[config.mk]
export PLATFORM = sky130hd
export DESIGN_NAME = serial_parallel_flat
export DESIGN_NICKNAME = d
export VERILOG_FILES = /design/src/rtl/serial_parallel_pkg.sv /design/src/rtl/serial_parallel_if.sv /design/src/rtl/serial_parallel_shift_counter.sv /design/src/rtl/serial_parallel.sv /design/src/flat_wrapper.sv
export SDC_FILE = /design/constraint.sdc
export NUM_CORES = 1
export LEC_CHECK = 0
export ABC_AREA = 1
export CAP_MARGIN = 20
export CORE_MARGIN = 2
export CORE_UTILIZATION = 46
export DETAILED_ROUTE_END_ITERATION = 8
export HOLD_SLACK_MARGIN = 0.06
export PLACE_DENSITY = 0.77
export SLEW_MARGIN = 20
export SYNTH_ARGS = -nofsm -noshare
export SYNTH_HDL_FRONTEND = slang
export SYNTH_SLANG_ARGS = --single-unit
[constraint.sdc]
create_clock -name clk_32f -period 2.5 [get_ports clk_32f]
set_clock_uncertainty 0.05 [all_clocks]
set_input_delay 0.25 -clock clk_32f [delete_from_list [all_inputs] [get_ports clk_32f]]
set_output_delay 0.25 -clock clk_32f [all_outputs]
set_load 0.02 [all_outputs]
[src/rtl/serial_parallel_pkg.sv]
// serial_parallel_pkg
//   Constants shared by both ends of the parallel/serial link: the K28.5 idle
//   comma, the receiver state encoding and the default lock threshold.
//   The transmitter (parallel_serial) uses COMMA_K285 as its idle fill.
package serial_parallel_pkg;

  localparam logic [7:0] COMMA_K285 = 8'hBC;

  localparam logic [1:0] ST_HUNT   = 2'd0;
  localparam logic [1:0] ST_SYNC   = 2'd1;
  localparam logic [1:0] ST_ACTIVE = 2'd2;

  localparam int LOCK_COUNT_DEFAULT = 4;

endpackage

[src/rtl/serial_parallel_if.sv]
// serial_parallel_if
//   Serial input and recovered-byte outputs of the link receiver.
//   master : drives data_in, observes the recovered byte stream
//   slave  : the receiver itself
//   data_in   serial bit, MSB first
//   data_out  last recovered data byte
//   valid_out data_out holds a byte from the current byte slot
//   active    link locked and passing data
interface serial_parallel_if #(parameter int WIDTH = 8);

  logic             data_in;
  logic [WIDTH-1:0] data_out;
  logic             valid_out;
  logic             active;

  modport master (output data_in, input data_out, input valid_out, input active);
  modport slave  (input data_in, output data_out, output valid_out, output active);

endinterface

[src/rtl/serial_parallel_shift_counter.sv]
// sp_shift_counter
//   Serial shift register plus mod-WIDTH bit counter for the link receiver.
//   clk_32f   bit clock
//   reset     asynchronous, active-high
//   data_in   serial bit
//   realign   synchronous: restart the byte slot so the next bit is bit 0
//   cand      byte ending with the bit currently on data_in
//   byte_done current bit completes a byte slot
module sp_shift_counter #(
  parameter int WIDTH = 8
) (
  input  logic             clk_32f,
  input  logic             reset,
  input  logic             data_in,
  input  logic             realign,
  output logic [WIDTH-1:0] cand,
  output logic             byte_done
);

  localparam int BW = $clog2(WIDTH);
  localparam logic [BW-1:0] LAST_BIT = BW'(WIDTH - 1);

  // Only WIDTH-1 history bits are stored; the newest bit comes straight from
  // data_in so cand is available on the edge that samples it.
  logic [WIDTH-2:0] sr;
  logic [BW-1:0]    bit_cnt;

  assign cand      = {sr, data_in};
  assign byte_done = (bit_cnt == LAST_BIT);

  always_ff @(posedge clk_32f or posedge reset) begin
    if (reset) begin
      sr      <= '0;
      bit_cnt <= '0;
    end else begin
      sr <= cand[WIDTH-2:0];
      if (realign || byte_done) begin
        bit_cnt <= '0;
      end else begin
        bit_cnt <= bit_cnt + 1'b1;
      end
    end
  end

endmodule

[src/rtl/serial_parallel.sv]
// serial_parallel
//   Receive end of the parallel/serial link. Hunts for the idle comma at any
//   bit offset, locks after LOCK_COUNT consecutive aligned commas, then
//   presents each non-comma byte with a valid flag (commas are dropped).
//   clk_32f  bit clock, one serial bit per rising edge
//   reset    asynchronous, active-high
//   bus      serial_parallel_if slave: data_in, data_out, valid_out, active
//
//   state     | meaning
//   ----------+-------------------------------------------------------------
//   ST_HUNT   | sliding search for the comma at every bit offset
//   ST_SYNC   | byte-aligned, counting consecutive commas toward lock
//   ST_ACTIVE | locked; non-comma bytes are presented on data_out
module serial_parallel
  import serial_parallel_pkg::*;
#(
  parameter int             WIDTH      = 8,
  parameter logic [WIDTH-1:0] COMMA    = COMMA_K285,
  parameter int             LOCK_COUNT = LOCK_COUNT_DEFAULT
) (
  input  logic            clk_32f,
  input  logic            reset,
  serial_parallel_if.slave bus
);

  localparam int CW = $clog2(LOCK_COUNT + 1);
  // comma_cnt value that the next aligned comma turns into a lock
  localparam logic [CW-1:0] LOCK_PREV = CW'(LOCK_COUNT - 1);

  logic [1:0]       state;
  logic [CW-1:0]    comma_cnt;
  logic [WIDTH-1:0] cand;
  logic             byte_done;
  logic             cand_is_comma;
  logic             realign;
  logic [WIDTH-1:0] data_q;
  logic             valid_q;
  logic             active_q;

  assign cand_is_comma = (cand == COMMA);
  // The comma found while hunting defines the boundary: the next bit is bit 0.
  assign realign       = (state == ST_HUNT) && cand_is_comma;

  sp_shift_counter #(.WIDTH(WIDTH)) u_shift (
    .clk_32f   (clk_32f),
    .reset     (reset),
    .data_in   (bus.data_in),
    .realign   (realign),
    .cand      (cand),
    .byte_done (byte_done)
  );

  always_ff @(posedge clk_32f or posedge reset) begin
    if (reset) begin
      state     <= ST_HUNT;
      comma_cnt <= '0;
      data_q    <= '0;
      valid_q   <= 1'b0;
      active_q  <= 1'b0;
    end else begin
      case (state)
        ST_HUNT: begin
          if (cand_is_comma) begin
            comma_cnt <= CW'(1);
            if (LOCK_COUNT == 1) begin
              state    <= ST_ACTIVE;
              active_q <= 1'b1;
            end else begin
              state <= ST_SYNC;
            end
          end
        end
        ST_SYNC: begin
          if (byte_done) begin
            if (cand_is_comma) begin
              comma_cnt <= comma_cnt + 1'b1;
              if (comma_cnt == LOCK_PREV) begin
                state    <= ST_ACTIVE;
                active_q <= 1'b1;
              end
            end else begin
              // Alignment was a false positive; resume sliding search.
              state     <= ST_HUNT;
              comma_cnt <= '0;
            end
          end
        end
        ST_ACTIVE: begin
          // No loss-of-sync detection: stays here until reset.
          if (byte_done) begin
            if (cand_is_comma) begin
              valid_q <= 1'b0;
            end else begin
              data_q  <= cand;
              valid_q <= 1'b1;
            end
          end
        end
        default: begin
          state <= ST_HUNT;
        end
      endcase
    end
  end

  assign bus.data_out  = data_q;
  assign bus.valid_out = valid_q;
  assign bus.active    = active_q;

endmodule
[src/flat_wrapper.sv]
// flat-port wrapper written by rule: the top's interface ports become plain ports
module serial_parallel_flat import serial_parallel_pkg::*;
#(
  parameter int             WIDTH      = 8,
  parameter logic [WIDTH-1:0] COMMA    = COMMA_K285,
  parameter int             LOCK_COUNT = LOCK_COUNT_DEFAULT
)
  (clk_32f, reset, bus_data_in, bus_data_out, bus_valid_out, bus_active);
  serial_parallel_if #(.WIDTH(WIDTH)) bus_i ();
  input  logic clk_32f;
  input  logic reset;
  input wire logic [$bits(bus_i.data_in)-1:0] bus_data_in;
  output wire logic [$bits(bus_i.data_out)-1:0] bus_data_out;
  output wire logic [$bits(bus_i.valid_out)-1:0] bus_valid_out;
  output wire logic [$bits(bus_i.active)-1:0] bus_active;
  assign bus_i.data_in = bus_data_in;
  assign bus_data_out = bus_i.data_out;
  assign bus_valid_out = bus_i.valid_out;
  assign bus_active = bus_i.active;
  serial_parallel #(.WIDTH(WIDTH), .COMMA(COMMA), .LOCK_COUNT(LOCK_COUNT)) u_core (.clk_32f(clk_32f), .reset(reset), .bus(bus_i));
endmodule
# Word-level counts from Yosys, hierarchy flattened
# Index checks and enable logic that the tools add are counted.
# totals
regBits,25
inputBits,3
out_inout_bits,10
word_cells,39
# op_classes
n_addsub,2
n_eq_ne,8
mux,11
bitwise_logic,2
n_reduce_logical,9
# op_table
cell,n
3-bit two-way mux,4
"8-bit equality test, second input constant",1
2-bit two-way mux,4
4-bit AND reduction,2
"3-bit by 1-bit adder with 3-bit output, second input constant",2
2-bit one-hot mux with 3 select lines,1
3-bit one-hot mux with 2 select lines,1
3-bit AND reduction,2
"3-bit by 2-bit equality test with 1-bit output, second input constant",1
"3-bit equality test, second input constant",1
"3-bit != test, second input constant",1
"2-bit by 1-bit equality test with 1-bit output, second input constant",1
"2-bit equality test, second input constant",1
2-bit logical NOT,1
"2-bit by 1-bit != test with 1-bit output, second input constant",1
"2-bit != test, second input constant",1
1-bit NOT,2
2-bit AND reduction,1
2-bit nonzero test,1
1-bit logical AND,1
1-bit logical OR,1
1-bit two-way mux,1

# Longest topological paths before layout
# Gate-level depths: netlist of the first run.
# depth
ltp_word,5
depth_mapped,10
mapped_depth_nobuf,9

# By module
# A second synthesis of the first run with hierarchy kept.
# unflattened
cells_unflattened,115
hier_area_um2,1129.8
# modules_own_cells
mod,n_inst,cells_each,area_each_um2,seq_area_each_um2
serial_parallel,1,93,810.8,375.4
sp_shift_counter,1,22,319.1,250.2

# Worst setup path after synthesis of the first run
# No wires, ideal clock.
# synth_timing
path_type,reg-to-reg
from,reg u_core.u_shift.bit_cnt[0]
to,"reg u_core.data_q[1], in the netlist u_core.bus.data_out[1]"
setup_time_ns,0.074
arrival_ns,1.257
path_slack_ns,1.120
stages_incl_launch_ff,9
path_buffers,1
path_cell_list,dfrtp_1 > ha_1 > ha_1 > inv_1 > nor2_4 > nand2_2 > buf_6 > nand2_1 > o21ai_2
# synth_between
elab_chain_cells,2
# synth_lines
element,line,rtl
start: declaration,serial_parallel_shift_counter.sv:26,logic [BW-1:0] bit_cnt;
start signal: assignment,serial_parallel_shift_counter.sv:40,bit_cnt <= bit_cnt + 1'b1;
3-bit equality test,serial_parallel_shift_counter.sv:29,assign byte_done = (bit_cnt == LAST_BIT);
3-bit AND reduction (no line),--,
end signal: assignment,serial_parallel.sv:94,data_q <= cand;
end: declaration,serial_parallel.sv:36,logic [WIDTH-1:0] data_q;
# Every way passes these cells.
# A chain may end at the register's enable or synchronous reset.

# Final worst setup path of the first run
# layout_timing
from,"reg u_core.data_q[6], in the netlist u_core.bus.data_out[6]"
to,out bus_data_out[6]
# layout_rtl
element,line,rtl
end: declaration,flat_wrapper.sv:13,output wire logic [$bits(bus_i.data_out)-1:0] bus_data_out;
# No word-level cell between the ends.

==> results of run 1 <==
-- flip-flops by register name, summed over array words and instances, names as in the netlist --
signal	cells
u_core.bus.data_out	8
u_core.u_shift.sr	7
u_core.comma_cnt	3
u_core.u_shift.bit_cnt	3
u_core.state	2
u_core.bus.active	1
u_core.bus.valid_out	1
-- worst max path at each step --
stage | slack (ns) | cells past startpoint | end
global route | 0.82 | 7 | u_core.bus.data_out[2]$_DFFE_PP0P_
global placement | 0.88 | 9 | u_core.comma_cnt[1]$_DFFE_PP0P_
detailed placement | 0.81 | 9 | u_core.comma_cnt[0]$_DFFE_PP0P_
floorplan | 1.12 | 8 | u_core.bus.data_out[1]$_DFFE_PP0P_
CTS | 0.88 | 1 | bus_data_out[6]
finish | 0.90 | 1 | bus_data_out[6]
-- cells in the final DEF, fill, tap and decap left out --
cell type and n:
sky130_fd_sc_hd__nand2_1 36, sky130_fd_sc_hd__nand3_1 8, sky130_fd_sc_hd__nor2_4 4, sky130_fd_sc_hd__nand2_2 5
sky130_fd_sc_hd__o21ai_0 1, sky130_fd_sc_hd__dfrtp_1 25, sky130_fd_sc_hd__nand2_4 2, sky130_fd_sc_hd__inv_1 10
sky130_fd_sc_hd__clkdlybuf4s50_1 12, sky130_fd_sc_hd__nor2_1 8, sky130_fd_sc_hd__o21bai_1 1, sky130_fd_sc_hd__o21ai_2 3
sky130_fd_sc_hd__clkinv_2 1, sky130_fd_sc_hd__inv_2 4, sky130_fd_sc_hd__a21oi_2 1, sky130_fd_sc_hd__nor3_1 1
sky130_fd_sc_hd__clkbuf_4 3, sky130_fd_sc_hd__ha_1 4, sky130_fd_sc_hd__buf_4 1
-- power by group through the flow --
stage | Clock (mW) | Sequential, mW | Combinational, mW
after floorplan | 0 | 0.440 | 0.0192
after global placement | 0 | 0.433 | 0.0495
after detailed placement | 0 | 0.433 | 0.0512
after CTS | 0.184 | 0.425 | 0.0513
after global routing | 0.198 | 0.427 | 0.0557
final | 0.171 | 0.425 | 0.0499
-- through the flow --
| stage | instances | power (mW) | worst slack [ns] | util, % | hold slack, ns |
|---|---|---|---|---|---|
| after floorplan | 115 | 0.460 | 1.12 | - | 0.227 |
| after global placement | 154 | 0.482 | 0.882 | 55.3 | 0.330 |
| after detailed placement | 154 | 0.484 | 0.812 | 55.3 | 0.333 |
| after CTS | 158 | 0.661 | 0.881 | 56.5 | 0.261 |
| after global routing | 158 | 0.680 | 0.822 | 56.5 | 0.300 |
| final | 158 | 0.646 | 0.901 | 56.5 | 0.246 |
-- cell type report --
cell class	count	area, um^2	share of cell area [%]
Clock inverter	1	5.00	0.393
Tap cell	28	35.0	2.75
Sequential cell	25	626	49.1
Inverter	14	52.6	4.12
Multi-Input combinational cell	74	407	31.9
Timing Repair Buffer	13	128	10.0
Clock buffer	3	22.5	1.77
-- cell families (layout without fill, tap and decap cells) --
logic type / Yosys count / in the layout
compound gates: 6 / 6
fa+ha+maj: 4 / 4
buf+inv: 16 / 31
flops: 25 / 25
simple gates: 64 / 64
-- routing by layer --
metal / track usage (%) / routed length [um] / share of wire, % / up-vias
met2: 23.5 / 814 / 48 / 14
met4: 7.69 / 17 / 1.0 / 0
li1: - / - / - / 386
met3: 2.54 / 49 / 2.9 / 2
met1: 21.0 / 815 / 48 / 343
met5: 0 / 0 / 0 / -
==> impl_summary.md, run 1 <==
Pwr
The power per cell area is a little over 500 nW/um^2. Of the total power, the share spent switching nets is a little under a quarter. The portion of total power attributed to sequential cells is between 60% and 70%.

The portion of total power attributed to combinational logic is just under 8%. The maximum vdd ir drop is 0.000372 V. The internal power of the cells totals around 0.5 mW. The clock network is responsible for between 20% and 30% of the overall power. The reported net switching power is 0.148 mW. The static power due to leakage is 0.648 nW.

Yosys
The most common cell in the synthesized netlist is sky130_fd_sc_hd__nand2_1. In this run, synthesis produced a sequential element count of 25. The area share of fa/ha/maj cells after synthesis is under 10%.

The gate count of the mapped netlist is 115. The XOR/XNOR share of the synthesized area is 0%. In the synthesized netlist the async set-or-reset flop fraction comes to 100%. Sequential elements use between 50% and 60% of the synthesized area. The leading register cell type out of synthesis is sky130_fd_sc_hd__dfrtp_1. The share of synthesized area in the top cell type comes to 56.5%. After synthesis, the share of cell area in mux cells is 0%. Summing the areas of all compound-gate instances in the mapped netlist gives between 4 and 5% of the synthesized area.

The combinational family with the most area after synthesis is simple AND/OR/NAND/NOR gates. The count of synthesis-stage warnings from yosys is 0. Sorting the synthesized cells by how often they occur yields 36 x sky130_fd_sc_hd__nand2_1, 25 x sky130_fd_sc_hd__dfrtp_1, 10 x sky130_fd_sc_hd__inv_1. The synthesized netlist devotes between 20% and 30% of its cell area to simple gates. The average footprint of a synthesized cell is around 9.6 um^2.

The number of flops mapped to enable cells by yosys is 0. In the post-synthesis netlist, the biggest area contributors are sky130_fd_sc_hd__dfrtp_1 56%, sky130_fd_sc_hd__nand2_1 12%, sky130_fd_sc_hd__ha_1 4.5%. The net count of the mapped netlist is between 100 and 150.

sky130_fd_sc_hd__dfrtp_1 takes more of the synthesized area than any other cell. The number of different library cells in the post-synthesis netlist is 16. After synthesis the cells add up to between 1000 and 1500 um^2.

Worst setup path
The slowest stage of the critical path is the sky130_fd_sc_hd__clkdlybuf4s50_1 cell. The sort of element at the start of the critical path is a flip-flop. The launch point of the worst path is u_core.bus.data_out[6]$_DFFE_PP0P_. The maximum fanout along the worst path is 2.

The startpoint identified for the worst register-to-register timing path is u_core.u_shift.bit_cnt[0]$_DFF_PP0_. The total buffers and inverters traversed by the critical path is 1. For the worst flop-to-flop path, the logic depth is 7. The worst setup path is captured at a primary output. The start-to-end type of the worst setup path is flip-flop to primary output. The data arrival at the endpoint of the critical path is between 1 and 1.5 ns. STA puts the critical path data required time at 2.20 ns.

Traced cell by cell, the critical path runs through clkdlybuf4s50_1. The end of the worst register-to-register path is u_core.bus.data_out[6]$_DFFE_PP0P_. The critical path's largest stage delay is 0.61 ns.

For flop-to-flop paths, the worst setup slack is 0.96 ns. The largest delay contributor family on the critical path is buffers and inverters.

Layout
With fillers left out, the area of the finished cells amounts to 1270 um^2. Of the cells placed in the final design, the portion with a size suffix greater than 1 is between 10% and 20%. The fill cell instance count of the final layout is around 220. In the final design database the tool counted roughly 140 nets.

The final antenna diode count is 0. Relative to the synthesized area, the layout overhead comes to 15.1%.

Placed design
During placement, the flow inserted port buffers numbering 12. The HPWL after detailed placement is between 1000 and 1500 um. Routability-driven placement finished with a final weighted congestion of around 0.88. After detailed placement, the total cell area comes to roughly 1200 um^2.

Timing
Setup violations remaining at the end of the flow were counted as 0. The maximum achievable frequency is 0.626 GHz. The number of endpoints with negative hold slack in the final report is 0. The max-slew violation count is 0. The transition time of the tightest slew-check pin is 0.570 ns. The worst pin sits at a relative slew slack of 61.9%. Of the available clock period, the critical path in the final layout requires a little under two thirds. Setup repair after global routing left no endpoint under its margin. The clock period minus final worst setup slack is approximately 1.6 ns. The post-route setup TNS is 0 ns.

Global route
The number of antenna violations at the first check in global routing is 0. The combined global-route utilization of all metal layers is between 15 and 20%. The via count of the first global-routing pass came to around 730. The first global-routing pass estimated 3080 um of wire. The largest net degree at the start of global routing is 17. Summed over all layers, the global routing overflow is 0.

Job
The max-capacitance violation count is 0.

Clocking
The clock slew seen by the registers of the worst setup and hold paths is between 0.1 and 0.15 ns. After clock tree synthesis, the flow added hold-fix buffers numbering 0. The number of clock sinks is 25. The buffer cell driving the clock tree root is sky130_fd_sc_hd__clkbuf_4. In this run the number of H-tree levels came out at 1.

In this run the post-CTS setup repair buffer count came out at 0. The clock tree buffer depth is 2. The latest clock arrival within the worst-skew pair is approximately 0.31 ns. Buffers inserted during clock tree synthesis total 3.

The count of cells resized by post-cts repair is 0. TritonCTS built the clock tree.

Route
The wire length reported by the detailed router is about 1700 um. Dividing the detail-routed via count by the number of cells gives 4.72. Before antenna repair, the detailed router went through 4 iterations. The count of unresolved DRC violations after routing is 0. The count of routing violations after the opening detailed-route iteration is 20.

The routed layout has approximately 750 vias. The count of nets left with antenna violations once routing finished came out at 0. Dividing the detail-routed wire length by the instance count gives roughly 11 um.

Floorplanning
The floorplan step set the die width to roughly 53 um. The die covers ~2800 um^2. Measured along the y axis, the die boundary spans between 50 and 60 um. The core outline area is roughly 2300 um^2. Once the floorplan was initialized, standard cells occupied a little under 50% of the core. The number of I/O pins is 13. The count of standard-cell rows is 17.

Hold path
The path type of the worst min-delay path is input pin to async pin.

Status
The flow ran to the end, and the final reports show no timing, DRC or antenna violations.
Note: power is estimated with default switching activity, not from simulation.
==> run 2: changes to the inputs <==
==> constraint.sdc (replaced) <==
create_clock -name clk_32f -period 1.6 [get_ports clk_32f]
set_clock_uncertainty 0.05 [all_clocks]
set_input_delay 0.16 -clock clk_32f [delete_from_list [all_inputs] [get_ports clk_32f]]
set_output_delay 0.16 -clock clk_32f [all_outputs]
set_load 0.02 [all_outputs]
==> run 2 against run 1 <==
  * Sequential power up 56%
  * Die area unchanged
  * Flip-flop and latch count unchanged
  * Clock power up 60%
  * Critical path depth unchanged
  * Sequential share of layout area down 0.19 points
  * Register-to-register slack worse by 0.85 ns
  * First-iteration DRC count down 35%
  * Wire length up 3.6%
==> impl_summary.md, run 2 (synthesized netlist as in run 1, its figures left out) <==
Route
The average wire per standard cell is 11.1 um (+3.6%). The ratio of routed vias to standard cells is 4.89 (+3.6%). The count of unresolved DRC violations after routing is 0 (unchanged).

The sum of met3 wire segment lengths after detailed routing came to 57 um (+16%). The total routed wire length on the met1 layer is 822 um (+0.86%). The wire length reported by the detailed router is 1760 um (+3.6%). The highest metal layer carrying signal wires in the routed design is met4. The overall via count from detail_route is 772 (+3.6%). The total met2 wirelength after detailed routing is 843 um (+3.6%).

The count of routing violations after the opening detailed-route iteration is 13 (-35%). The number of nets still failing antenna checks after routing is 0 (unchanged). The detailed-routing iteration count for the pre-antenna-repair pass is 4 (unchanged).

Global route
The via count of the first global-routing pass is 776 (+6.4%). The combined global-route utilization of all metal layers is 15.4% (+0.084 points). The number of antenna violations at the first check in global routing was 0 (unchanged).

The largest net degree at the start of global routing is 26 (+9). The overflow left after global routing is 0 (unchanged). The global-route wire length before repair was 3160 um (+2.7%).

Clocking
The clock tree buffer depth is 2 (unchanged). The latest clock arrival within the worst-skew pair came to 0.31 ns (about the same). The number of setup buffers added after CTS is 0 (unchanged). The count of cells resized by post-cts repair came to 0 (unchanged). The tree is rooted in a sky130_fd_sc_hd__clkbuf_4. The number of clock sinks came to 25 (unchanged). The number of hold buffers added after CTS was 0 (unchanged). The clock slew seen by the registers of the worst setup and hold paths came to 0.14 ns (about the same).

The CTS H-tree depth is 1 (unchanged). The number of buffers inserted during clock tree synthesis is 3 (unchanged). TritonCTS built the clock tree.

Timing
The maximum achievable frequency is 0.666 GHz. The max-slew violation count is 0 (unchanged). The transition time of the tightest slew-check pin is 0.364 ns (-0.206 ns).

The number of endpoints with negative hold slack in the final report is 0 (unchanged). Setup repair after global routing left no endpoint under its margin. The routed design could run at a clock period as short as around 1.5 ns.

The post-route clock period utilization is 93.8%. The number of endpoints failing setup at the final stage is 0 (unchanged). The normalized max-slew margin is 75.6% (+14 points).

Layout
The most frequent standard cell in the layout excluding fill and tap cells is sky130_fd_sc_hd__nand2_1. The core occupancy in the finished layout is 56.8% (+0.22 points). The number of nets in the final layout came to 138 (unchanged). The number of flip-flops under the largest register name was 8 (unchanged). The final antenna diode count is 0 (unchanged). The fraction of final layout cells sized beyond drive strength 1 is 18.5% (unchanged). The final non-filler cell total came to 158 (unchanged). The synthesis-to-finish area growth is 15.6%. In the layout the commonest cells are 36 x sky130_fd_sc_hd__nand2_1, 25 x sky130_fd_sc_hd__dfrtp_1, 12 x sky130_fd_sc_hd__clkdlybuf4s50_1.

Status
The run finished with clean final reports.

Placed design
The placed instance count was 154 (unchanged). The routability-driven placement congestion ratio is 0.792 (-10%). The detailed placement HPWL is 1310 um (-1.6%). The count of input and output buffers is 12 (unchanged).

Worst setup path
The cell family contributing the most delay on the critical path is buffers and inverters. The total buffers and inverters traversed by the critical path is 1 (unchanged). The data arrival at the endpoint of the critical path is 1.29 ns (about the same). The slowest stage of the critical path is the sky130_fd_sc_hd__clkdlybuf4s50_1 cell.

Walking the worst path, the cells encountered are clkdlybuf4s50_1. The maximum fanout along the worst path was 2 (unchanged). The worst path required time is 1.39 ns (-0.81 ns).

The worst setup path is launched from a flip-flop. The worst setup path is of the flip-flop to primary output kind. The worst setup path is captured at a primary output. The worst reg-to-reg path cell count is 8 (+1). The critical path's largest stage delay is 0.61 ns (about the same).

The critical path depth is 1 (unchanged).

Pwr
The power per cell area is 794 nW/um^2 (+57%). The static power due to leakage was 0.649 nW (+0.15%). The power after layout came to 1.02 mW (+57%). The maximum vdd ir drop is 0.000590 V (+59%).

Floorplanning
The count of standard-cell rows is 17 (unchanged). The total die area is 2820 um^2 (unchanged). The core outline area is 2250 um^2 (unchanged). The die outline width is 53.1 um (unchanged). The number of I/O pins is 13 (unchanged). The effective utilization at floorplan was 49.1% (unchanged). The height of the die is 53.1 um (unchanged).

Job
The max-capacitance violation count is 0 (unchanged).

Hold path
The path type of the worst min-delay path is input pin to async pin.
## run 2: cell counts in the layout (fill, tap and decap cells not counted)
No cell type changed its count.
## run 2: cell type report
type / instances / area (um^2)
Inverter: 14 / 52.6
Fill cell: 206 / 975
Clock inverter: 1 / 5.00
Tap cell: 28 / 35.0
Clock buffer: 3 / 22.5
Multi-Input combinational cell: 74 / 412
Sequential cell: 25 / 626
Timing Repair Buffer: 13 / 128
## run 2: layer usage
metal,track usage [%],up-vias
li1,-,383
met1,20.9,372
met2,24.2,13
met3,2.54,4
met4,7.26,0
met5,0,-
## run 2: worst paths after layout
check,startpoint,slack (ns),endpoint
hold reg to reg,u_core.u_shift.sr[5]$_DFF_PP0_,0.38,u_core.u_shift.sr[6]$_DFF_PP0_
setup / recovery,u_core.bus.data_out[3]$_DFFE_PP0P_,0.1,bus_data_out[3]
min in group clk_32f,bus_data_in,0.28,u_core.u_shift.sr[0]$_DFF_PP0_
hold / removal,reset,0.12,u_core.u_shift.bit_cnt[2]$_DFF_PP0_
max in group asynchronous,reset,1.14,u_core.bus.data_out[5]$_DFFE_PP0P_
setup reg to reg,u_core.comma_cnt[0]$_DFFE_PP0P_,0.11,u_core.state[1]$_DFFE_PP0P_
## run 2: power breakdown
part           switching, mW  total, mW  internal [mW]
Combinational         0.0448     0.0775         0.0327
Clock                  0.181      0.274         0.0932
Sequential            0.0125      0.664          0.652
## run 2: metrics by stage
stage                     hold slack [ns]  TNS [ns]  worst slack (ns)  area [um^2]
after floorplan                     0.137         0             0.220         1110
after global placement              0.336         0            0.0607         1250
after detailed placement            0.339  -0.00499          -0.00499         1250
after CTS                           0.132         0            0.0362         1270
after global routing                0.185         0            0.0171         1280
final                               0.120         0            0.0994         1280
==> run 3: changes to the inputs <==
--- a/config.mk
+++ b/config.mk
@@ -10,8 +10,10 @@
 export CORE_MARGIN = 2
 export CORE_UTILIZATION = 46
 export DETAILED_ROUTE_END_ITERATION = 8
+export GPL_TIMING_DRIVEN = 0
 export HOLD_SLACK_MARGIN = 0.06
 export PLACE_DENSITY = 0.77
+export RECOVER_POWER = 25
 export SLEW_MARGIN = 20
 export SYNTH_ARGS = -nofsm -noshare
 export SYNTH_HDL_FRONTEND = slang
==> run 3 against run 2 <==
  * First-iteration DRC count shrank 31%
  * Final area is 1.3% higher
  * Die area stayed put
  * Non-clock buffer count is 2 higher
  * Via count shrank 2.1%
  * Register-to-register slack barely moved
  * Combinational power fell by 4.6%
  * Flip-flop and latch count is the same
  * Sequential share of layout area shrank 0.61 points
  * Global-route usage is 0.71 points lower
  * Core utilization up 0.72 points
  * Worst setup slack about the same
  * Largest power group unchanged
==> impl_summary.md, run 3 (synthesized netlist as in run 1, its figures left out) <==
Timing
Setup repair after global routing left no endpoint under its margin. The max-slew violation count was 0 (unchanged). The transition time of the tightest slew-check pin is 0.889 ns (+0.525 ns). The normalized max-slew margin is 40.7% (-35 points). The clock period minus final worst setup slack is 1.50 ns (+0.000196 ns). The maximum achievable frequency came to 0.666 GHz (about the same). The post-route clock period utilization is 93.8% (about the same). The number of endpoints failing setup at the final stage was 0 (unchanged). The number of endpoints with negative hold slack in the final report is 0 (unchanged).

The post-route setup TNS is 0 ns (unchanged).

Worst setup path
The critical path's most frequent cell is sky130_fd_sc_hd__ha_1. The data arrival at the endpoint of the critical path was 1.69 ns (+0.40 ns). The critical path is of the flip-flop to flip-flop type.

The critical path's largest stage delay came to 0.41 ns (-0.20 ns). The sort of element at the start of the critical path is a flip-flop. The maximum fanout along the worst path is 10 (+8).

The largest delay contributor family on the critical path is adder cells. For this design, the slowest cell found on the critical path is sky130_fd_sc_hd__dfrtp_1. STA classifies the critical path endpoint as a flip-flop. The total buffers and inverters traversed by the critical path is 2 (+1). The worst path required time is 1.79 ns (+0.40 ns). Walking the worst path, the cells encountered are ha_1 > ha_1 > inv_1 > nor2_4 > nand2_2 > buf_6 > nand2_1 > o21ai_2.

The register-to-register setup slack is 0.1 ns (about the same).

Pwr
The power per cell area is 776 nW/um^2 (-2.2%). The reported net switching power is 0.227 mW (-4.8%). The switching share of total power is 22.6% (-0.90 points).

The portion of total power attributed to the clock network is 26.6% (-0.4 points). The portion of total power attributed to combinational logic was 7.3% (-0.3 points). The internal power contribution is 0.779 mW (+0.20%). The maximum vdd ir drop is 0.000756 V (+28%). The static power due to leakage is 0.659 nW (+1.7%).

The portion of total power attributed to sequential cells was 66.0% (+0.6 points).

Clocking
The latest clock arrival within the worst-skew pair is 0.31 ns (about the same). The CTS tree is built. The number of hold buffers added after CTS is 0 (unchanged). The CTS H-tree depth is 1 (unchanged). The count of cells resized by post-cts repair is 0 (unchanged).

CTS placed an instance of sky130_fd_sc_hd__clkbuf_4 at the clock tree root. The clock tree buffer depth is 2 (unchanged). The number of clock sinks is 25 (unchanged). The number of buffers inserted during clock tree synthesis is 3 (unchanged). The number of setup buffers added after CTS was 0 (unchanged).

The clock slew seen by the registers of the worst setup and hold paths was 0.13 ns (about the same).

Global route
The via count of the first global-routing pass was 701 (-9.7%). The overflow left after global routing came to 0 (unchanged). The global-route wire length before repair is 2880 um (-9.0%). The combined global-route utilization of all metal layers is 14.7% (-0.71 points). The largest net degree at the start of global routing is 26 (unchanged). The number of antenna violations at the first check in global routing was 0 (unchanged).

Job
The max-capacitance violation count is 0 (unchanged).

Layout
The number of nets in the final layout is 140 (+1.4%). The final non-filler cell total is 160 (+1.3%). The fill cell instance count of the final layout is 209 (+1.5%).

The flip-flop and latch area is 626 um^2 (unchanged). The number of flip-flops under the largest register name is 8 (unchanged). The final antenna diode count is 0 (unchanged). The fraction of final layout cells sized beyond drive strength 1 was 18.9% (+0.48 points). The most frequent standard cell in the layout excluding fill and tap cells is sky130_fd_sc_hd__nand2_1. In the layout the commonest cells are 36 x sky130_fd_sc_hd__nand2_1, 25 x sky130_fd_sc_hd__dfrtp_1, 10 x sky130_fd_sc_hd__inv_1, 10 x sky130_fd_sc_hd__clkdlybuf4s50_1.

The area of combinational cells with multiple inputs is 407 um^2 (-1.2%). The synthesis-to-finish area growth is 17.1%.

Route
The detailed-routing iteration count for the pre-antenna-repair pass is 4 (unchanged). The count of unresolved DRC violations after routing came to 0 (unchanged). The overall via count from detail_route is 756 (-2.1%).

The number of nets still failing antenna checks after routing is 0 (unchanged). The wire length reported by the detailed router is 1630 um (-7.2%). The count of routing violations after the opening detailed-route iteration came to 9 (-4). The ratio of routed vias to standard cells is 4.73 (-3.3%). The average wire per standard cell is 10.2 um (-8.3%).

Floorplanning
The number of I/O pins is 13 (unchanged). The die outline width came to 53.1 um (unchanged). The total die area came to 2820 um^2 (unchanged).

The core outline area is 2250 um^2 (unchanged). The height of the die is 53.1 um (unchanged). The effective utilization at floorplan is 49.1% (unchanged). The count of standard-cell rows was 17 (unchanged).

Hold path
The min-delay analysis places its worst path in the category flip-flop to flip-flop.

Placed design
The placed instance count came to 155 (+0.65%). The count of input and output buffers came to 12 (unchanged). The detailed placement HPWL was 1260 um (-3.9%). The routability-driven placement congestion ratio was 0.778 (-1.8%).

Status
The run finished with clean final reports.
-- run 3: cell types whose count changed in the layout (fill, tap and decap cells not counted) --
| cell | change |
|---|---|
| sky130_fd_sc_hd__clkbuf_1 | +1 |
| sky130_fd_sc_hd__clkdlybuf4s50_1 | -2 |
| sky130_fd_sc_hd__nand2_2 | +1 |
| sky130_fd_sc_hd__clkinv_2 | -1 |
| sky130_fd_sc_hd__dlygate4sd3_1 | +2 |
| sky130_fd_sc_hd__nand2_4 | -1 |
| sky130_fd_sc_hd__buf_6 | +2 |
-- run 3: area by class of cell --
class / instances / share of cell area, %
buffer: 2 / 1.74
clock buffer: 4 / 2.03
inverter: 14 / 4.05
multi-input combinational: 74 / 31.4
sequential: 25 / 48.3
tap: 28 / 2.70
timing repair buffer: 13 / 9.85
-- run 3: metal layers --
layer / track usage (%) / vias up / share of wire, %
met1: 18.2 / 354 / 47
li1: - / 388 / -
met3: 3.39 / 4 / 2.6
met4: 10.3 / 0 / 2.9
met5: 0 / - / 0
met2: 22.7 / 10 / 48
-- run 3: worst register-to-register path: cells and delay by family, from the launching register on --
family	cells	cell delay, ns
AOI/OAI and AO/OA	1	0.05
adders and majority gates	2	0.42
buffers and inverters	2	0.28
DFF	1	0.41
and+or+nand+nor	3	0.22
-- run 3: final timing paths --
| path | startpoint | endpoint | cells after the start |
|---|---|---|---|
| min in group asynchronous | reset | u_core.bus.valid_out$_DFFE_PP0P_ | 2 |
| worst min register to register | u_core.u_shift.sr[2]$_DFF_PP0_ | u_core.u_shift.sr[3]$_DFF_PP0_ | 0 |
| worst max register to register | u_core.u_shift.bit_cnt[0]$_DFF_PP0_ | u_core.bus.data_out[1]$_DFFE_PP0P_ | 8 |
| worst min-delay path | u_core.u_shift.sr[2]$_DFF_PP0_ | u_core.u_shift.sr[3]$_DFF_PP0_ | 0 |
| max in group asynchronous | reset | u_core.bus.data_out[0]$_DFFE_PP0P_ | 2 |
| worst max-delay path | u_core.u_shift.bit_cnt[0]$_DFF_PP0_ | u_core.bus.data_out[1]$_DFFE_PP0P_ | 8 |
-- run 3: power by group through the flow --
stage                     Sequential, mW  Combinational, mW  Clock [mW]
after floorplan                    0.688             0.0300           0
after global placement             0.675             0.0760           0
after detailed placement           0.676             0.0766           0
after CTS                          0.664             0.0766       0.281
after global routing               0.667             0.0823       0.296
final                              0.664             0.0739       0.268
-- run 3: through the flow --
stage	setup WS (ns)	power (mW)	hold WS [ns]	utilization [%]	cell area [um^2]
after floorplan	0.220	0.718	0.137	-	1110
after global placement	0.0469	0.751	0.327	56.0	1260
after detailed placement	0.0479	0.753	0.338	56.0	1260
after CTS	0.0674	1.02	0.286	57.2	1290
after global routing	0.0135	1.05	0.378	57.5	1300
final	0.0992	1.01	0.363	57.5	1300
